--- config.mk ---
export PLATFORM = sky130hd
export DESIGN_NAME = flit_activity_sink
export DESIGN_NICKNAME = d
export VERILOG_FILES = /design/src/rtl/flit_sink_pkg.sv /design/src/rtl/popcount.sv /design/src/rtl/flit_activity_sink.sv
export SDC_FILE = /design/constraint.sdc
export NUM_CORES = 1
export LEC_CHECK = 0
export ABC_AREA = 1
export CORE_MARGIN = 3
export CORE_UTILIZATION = 50
export DETAILED_ROUTE_END_ITERATION = 10
export GPL_ROUTABILITY_DRIVEN = 0
export PLACE_DENSITY = 0.76
export SLEW_MARGIN = 15
export SYNTH_ARGS = -nofsm -noshare
export SYNTH_HDL_FRONTEND = slang
export SYNTH_SLANG_ARGS = --single-unit
--- constraint.sdc ---
create_clock -name clk -period 11.35 [get_ports clk]
set_input_delay 2.27 -clock clk [delete_from_list [all_inputs] [get_ports clk]]
set_output_delay 2.27 -clock clk [all_outputs]
set_load 0.02 [all_outputs]
--- src/rtl/flit_sink_pkg.sv ---
// flit_sink_pkg: shared state encoding, default sizes and accumulator sizing helper
package flit_sink_pkg;
  typedef enum logic [1:0] {IDLE, RECV, REPORT} state_t;
  localparam int FLIT_W_DEF = 54;
  localparam int OP_W_DEF = 27;
  localparam int PAYLOAD_DEF = 20;
  function automatic int acc_w_min(input int payload, input int flit_w);
    return $clog2(payload * flit_w + 1);
  endfunction
endpackage

--- src/rtl/popcount.sv ---
// popcount: combinational count of set bits in a W-bit word
module popcount #(
  parameter int W = 27
) (
  input  logic [W-1:0]             d,
  output logic [$clog2(W+1)-1:0]   cnt
);
  always_comb begin
    cnt = '0;
    for (int i = 0; i < W; i++) cnt = cnt + ($clog2(W+1))'(d[i]);
  end
endmodule

--- src/rtl/flit_activity_sink.sv ---
// flit_activity_sink: per-packet toggle activity measurement with valid/ready report output
module flit_activity_sink
  import flit_sink_pkg::*;
#(
  parameter int FLIT_W  = FLIT_W_DEF,
  parameter int OP_W    = OP_W_DEF,
  parameter int PAYLOAD = PAYLOAD_DEF,
  parameter int CNT_W   = 16,
  parameter int ACC_W   = 16
) (
  input  logic              clk,
  input  logic              rst,
  input  logic              flit_valid,
  input  logic [FLIT_W-1:0] flit_data,
  output logic              rpt_valid,
  input  logic              rpt_ready,
  output logic [CNT_W-1:0]  rpt_flits,
  output logic [ACC_W-1:0]  rpt_tog,
  output logic [ACC_W-1:0]  rpt_tog_lo,
  output logic [ACC_W-1:0]  rpt_tog_hi,
  output logic              rpt_err,
  output logic [CNT_W-1:0]  drop_cnt
);
  localparam int LW = $clog2(OP_W + 1);
  localparam int HW = $clog2(FLIT_W - OP_W + 1);
  if (ACC_W < acc_w_min(PAYLOAD, FLIT_W)) begin : g_acc_chk
    $error("ACC_W too small for PAYLOAD*FLIT_W toggles");
  end
  state_t state, state_nx;
  logic [FLIT_W-1:0] prev;
  logic [LW-1:0] tl;
  logic [HW-1:0] th;
  logic accept, first, last;
  logic [CNT_W-1:0] nf;
  popcount #(.W(OP_W)) u_lo (.d(flit_data[OP_W-1:0] ^ prev[OP_W-1:0]), .cnt(tl));
  popcount #(.W(FLIT_W - OP_W)) u_hi (.d(flit_data[FLIT_W-1:OP_W] ^ prev[FLIT_W-1:OP_W]), .cnt(th));
  assign rpt_valid = (state == REPORT);
  assign accept = flit_valid && (state != REPORT || rpt_ready);
  assign first = accept && state != RECV;
  assign nf = first ? CNT_W'(1) : rpt_flits + CNT_W'(1);
  assign last = (nf == CNT_W'(PAYLOAD));
  // a gap inside a packet closes it short; a retired report with no flit waiting goes idle
  always_comb
    state_nx = accept ? (last ? REPORT : RECV) :
               (state == RECV) ? REPORT :
               (state == REPORT && rpt_ready) ? IDLE : state;
  always_ff @(posedge clk) begin
    if (rst) begin
      state      <= IDLE;
      prev       <= '0;
      rpt_flits  <= '0;
      rpt_tog    <= '0;
      rpt_tog_lo <= '0;
      rpt_tog_hi <= '0;
      rpt_err    <= 1'b0;
      drop_cnt   <= '0;
    end else begin
      state <= state_nx;
      if (accept) begin
        prev       <= flit_data;
        rpt_flits  <= nf;
        rpt_tog_lo <= (first ? '0 : rpt_tog_lo) + ACC_W'(tl);
        rpt_tog_hi <= (first ? '0 : rpt_tog_hi) + ACC_W'(th);
        rpt_tog    <= (first ? '0 : rpt_tog) + ACC_W'(tl) + ACC_W'(th);
        rpt_err    <= 1'b0;
      end
      if (state == RECV && !flit_valid) rpt_err <= 1'b1;
      if (state == REPORT && !rpt_ready && flit_valid && !(&drop_cnt)) drop_cnt <= drop_cnt + CNT_W'(1);
    end
  end
endmodule

# Yosys cells after proc, flatten, opt, wreduce, memory -nomap -nowiden

Index checks and enable logic that the tools add are counted.

Output and inout port bits: 82
Register bits after elaboration: 137

Bitwise operators: 2
Eq/ne operators: 5
Mux-type cells: 10
Reductions and logical operators: 14
Add/sub/neg operators: 58

Operators with widths:

| operator                | count |
|---|---|
| $add A5 B1 Y5           | 50 |
| $add A16 B5 Y16         | 4 |
| $mux W16                | 4 |
| $xor A27 B27 Y27        | 2 |
| $add A16 B1 Y16 const B | 2 |
| $eq A16 B5 Y1 const B   | 1 |
| $reduce_and A16 Y1      | 1 |
| $mux W2                 | 4 |
| $logic_and A1 B1 Y1     | 7 |
| $add A1 B1 Y2           | 2 |
| $logic_not A1 Y1        | 3 |
| $reduce_bool A3 Y1      | 1 |
| $eq A2 B1 Y1 const B    | 1 |
| $eq A2 B2 Y1 const B    | 1 |
| $mux W1                 | 2 |
| $ne A2 B1 Y1 const B    | 1 |
| $ne A2 B2 Y1 const B    | 1 |
| $reduce_bool A2 Y1      | 1 |
| $logic_or A1 B1 Y1      | 1 |

# Logic depth before layout (Yosys ltp)

Depth in word-level cells: 29
Gate-level depth with buffers: 31
Mapped depth without buffers: 31

# Hierarchy

Synthesis repeated with hierarchy kept, for this count alone.

Cell total of the unflattened synthesis: 1092
Area, all modules: 8489.4 um^2

Modules (own cells, without submodules):

| module             | seq. area each (um^2) | times used | area an instance (um^2) | cells an instance |
|---|---|---|---|---|
| flit_activity_sink | 2742.6                | 1          | 6972.9                  | 898 |
| popcount           | 0.0                   | 2          | 758.2                   | 97 |

# Worst setup path after synthesis

No wires, ideal clock.

Kind: input to register
Start point: in flit_data[0]
End point: reg rpt_tog[15]
Data required time: 11233 ps
Setup slack: 2547 ps
Path buffers: 0
Cell stages on the path: 28
Data arrival time: 8686 ps
Cells stage by stage: xor2_1 > ha_1 > fa_1 > fa_1 > fa_1 > fa_1 > inv_1 > fa_1 > fa_1 > inv_1 > ha_1 > fa_1 > fa_1 > ha_1 > inv_1 > fa_1 > inv_1 > nand3_1 > nand2_1 > nand2_1 > nand2_1 > nand2_1 > nor2_2 > nand3_1 > nor2_2 > nand3_1 > o21ai_1 > a21oi_1

Word-level cells in the longest chain between the ends: 29

Ends and longest elaborated chain:

| what                         | RTL line                 | RTL |
|---|---|---|
| start: declaration           | flit_activity_sink.sv:14 | `input logic [FLIT_W-1:0] flit_data,` |
| $xor A27 B27 Y27             | flit_activity_sink.sv:35 | `popcount #(.W(OP_W)) u_lo (.d(flit_data[OP_W-1:0] ^ prev[OP_W-1:0]), .cnt(tl));` |
| $add A1 B1 Y2                | popcount.sv:10           | `for (int i = 0; i < W; i++) cnt = cnt + ($clog2(W+1))'(d[i]);` |
| $add A5 B1 Y5 (25 in a row)  | popcount.sv:10           |  |
| $add A16 B5 Y16 (2 in a row) | flit_activity_sink.sv:64 | `rpt_tog <= (first ? '0 : rpt_tog) + ACC_W'(tl) + ACC_W'(th);` |
| end signal: assignment       | flit_activity_sink.sv:64 |  |
| end: declaration             | flit_activity_sink.sv:18 | `output logic [ACC_W-1:0] rpt_tog,` |

No other way between the ends.
A chain may end at the register's enable or synchronous reset.

# Worst setup path after layout

Start point: in flit_data[1]
End point: reg rpt_tog[15]

The elaborated chain is that of the path after synthesis.

==> out/qor.csv <==
metric;value;unit
syn2layout_area_growth;25.86;%
synth_seq_cells;137;
port_buffers;139;
postCtsHoldBufs;0;
finalSetupTns;0;ps
yosys.area.top_type_share;0.3240;
async_flop_share;0;
clk_pin_slew;60;ps
netlist_instances;1124;
maxCapViolations;0;
cts_inserted_buffers;17;
antenna_found_initial;0;
cp_slowest_stage_delay;590;ps
ys_types;44;
path_delay_family;adder cells;
cp-end-kind;flip-flop;
clk-insertion-delay-late;420;ps
min_period;9162;ps
core-area;16230;µm²
drtPass1Iterations;5;
grt_max_degree;91;
maxSlewHeadroom;0.3483;
finalClockSkew;8.693;ps
path_max_fanout;3;
ys.flop_type;dfxtp_1;
path_buf_inv;5;
syn-cell-area;8466;µm²
overflow;0;
outcome;finished, final reports clean;
clock-sinks;137;
ys_seq_area_frac;0.3240;
totalWireLength;19980;µm
die_x;136.1;µm
ant_nets;0;
cp_common_cell;fa_1;
cts_tree;done;
drt_iter0_markers;388;
cts_setup_buffers;0;
period_share;0.8073;
finalHoldViolCount;0;
synth_area_leaders;dfxtp_1 (32%), nand2_1 (13%), fa_1 (10%);
synth_area_leader_cell;dfxtp_1;
synth_edf_count;0;
drive_above_1_share;0.06593;
ios;140;
rows;46;
htree_levels;4;
yosysWarnings;0;
start_util;0.5216;
via_per_inst;5.176;
die_h;136.1;µm
grtUsageTotal;0.2232;
startpoint_type;input port;
fmax;109.1;MHz
syn_area_per_cell;7.532;µm²
cp_data_arrival_time;9470;ps
root_buffer;clkbuf_16;
place_hpwl;14480;µm
first_global_vias;7176;
nets;1386;
die_area;18530;µm²
drcViolationCount;0;
criticalPathCategory;input port to flip-flop;
worst_pin_slew;977.5;ps
wl_per_cell;13.54;µm
cp_slowest_cell;fa_1;
clock_path_buffers;2;
rsz0062_at_grt;no;
slew_violations;0;
hold_class;flip-flop to flip-flop;
n_antenna_cell;0;
holdWs;482.4;ps
grt_pass1_wl;33770;µm
setup_viol;0;
critical_path_required;11660;ps
cts_resized;0;
synth_fp_nets;1263;
vias;7635;
flip-flops by register name, indices dropped and copies added (netlist names):
signal and flops:
drop_cnt 16, prev 54, rpt_err 1, rpt_flits 16, rpt_tog 16, rpt_tog_hi 16, rpt_tog_lo 16, state 2
metal layers:
metal | GRT usage | up-vias | part of all wire
li1 | - | 3879 | -
met1 | 0.2907 | 3544 | 0.45
met2 | 0.3756 | 185 | 0.48
met3 | 0.04885 | 27 | 0.056
met4 | 0.05991 | 0 | 0.014
met5 | 0 | - | 0
worst register-to-register path, delay by kind of cell (launching register included):
| family | cells | cell delay, ps |
|---|---|---|
| fa+ha+maj | 11 | 5130 |
| flops | 1 | 320 |
| buf+inv | 4 | 230 |
| xor+xnor | 2 | 360 |
| simple gates | 9 | 850 |
| compound gates | 2 | 190 |
metrics by stage:
| step | cell area [µm²] | cells | worst slack [ps] | util |
|---|---|---|---|---|
| global placement | 9981 | 1444 | 1832 | 0.6149 |
| detailed placement | 9981 | 1444 | 1751 | 0.6149 |
| global route | 10660 | 1475 | 1692 | 0.6565 |
| CTS | 10660 | 1475 | 2176 | 0.6565 |
| finish | 10660 | 1475 | 2188 | 0.6565 |
| floorplan | 8466 | 1124 | 2547 | - |
cells by family (layout without fill, tap and decap cells):
kind of cell / count (synthesis) / count (layout) / synth area share
AO/OA/AOI/OAI: 113 / 113 / 0.07183
XOR/XNOR: 67 / 67 / 0.06932
adder cells (fa/ha/maj): 81 / 81 / 0.1587
buffers and inverters: 171 / 306 / 0.08055
flip-flops: 137 / 137 / 0.3240
AND/OR/NAND/NOR: 555 / 555 / 0.2956
area by class of cell:
type	count	area, µm²
tap	216	270.3
sequential	137	2743
clock buffer	20	456.7
timing repair buffer	143	1421
inverter	132	498.0
multi-input combinational	816	5049
clock inverter	11	217.7
fill	1430	5575
path summary, 6_finish.rpt:
kind	cells after the start	startpoint	slack (ps)	endpoint
worst max-delay path	29	flit_data[1]	2190	rpt_tog[15]$_SDFFE_PP0P_
worst min-delay path	2	prev[37]$_SDFFE_PP0P_	480	prev[37]$_SDFFE_PP0P_
worst max register to register	28	prev[0]$_SDFFE_PP0P_	4160	rpt_tog[15]$_SDFFE_PP0P_
worst min register to register	2	prev[37]$_SDFFE_PP0P_	480	prev[37]$_SDFFE_PP0P_
Yosys cell counts (2+ instances only):
master    number
inv_2          9
inv_1        121
o21ai_1        8
buf_6          2
nand2_1      284
nor2_2         5
xor2_1        35
xnor2_1       32
buf_1          4
o21a_1         4
nor2_1        68
a21oi_1       43
nor2_4         3
nor3b_2        2
nand2_4        4
nor4_1         2
buf_2          7
nor3b_1        2
a21o_1         2
o21ai_0       39
nand3_1      133
dfxtp_1      137
nand4_2        2
nand3_2        5
nand4_1       15
ha_1          37
nor3_2         3
clkbuf_1      24
nor3_1        13
nand2_2       11
fa_1          44
o22ai_1       12
cell usage in the layout, fill, tap and decap left out, types with 32 or more instances in the layout:
master and count:
nand2_1 284, clkdlybuf4s50_1 139, dfxtp_1 137, nand3_1 133, inv_1 120, nor2_1 67, fa_1 44, a21oi_1 43
o21ai_0 39, ha_1 37, xor2_1 35, xnor2_1 32
Power is not shown: default switching activity piles up to over one toggle a cycle in this logic, so the estimate is an artifact.
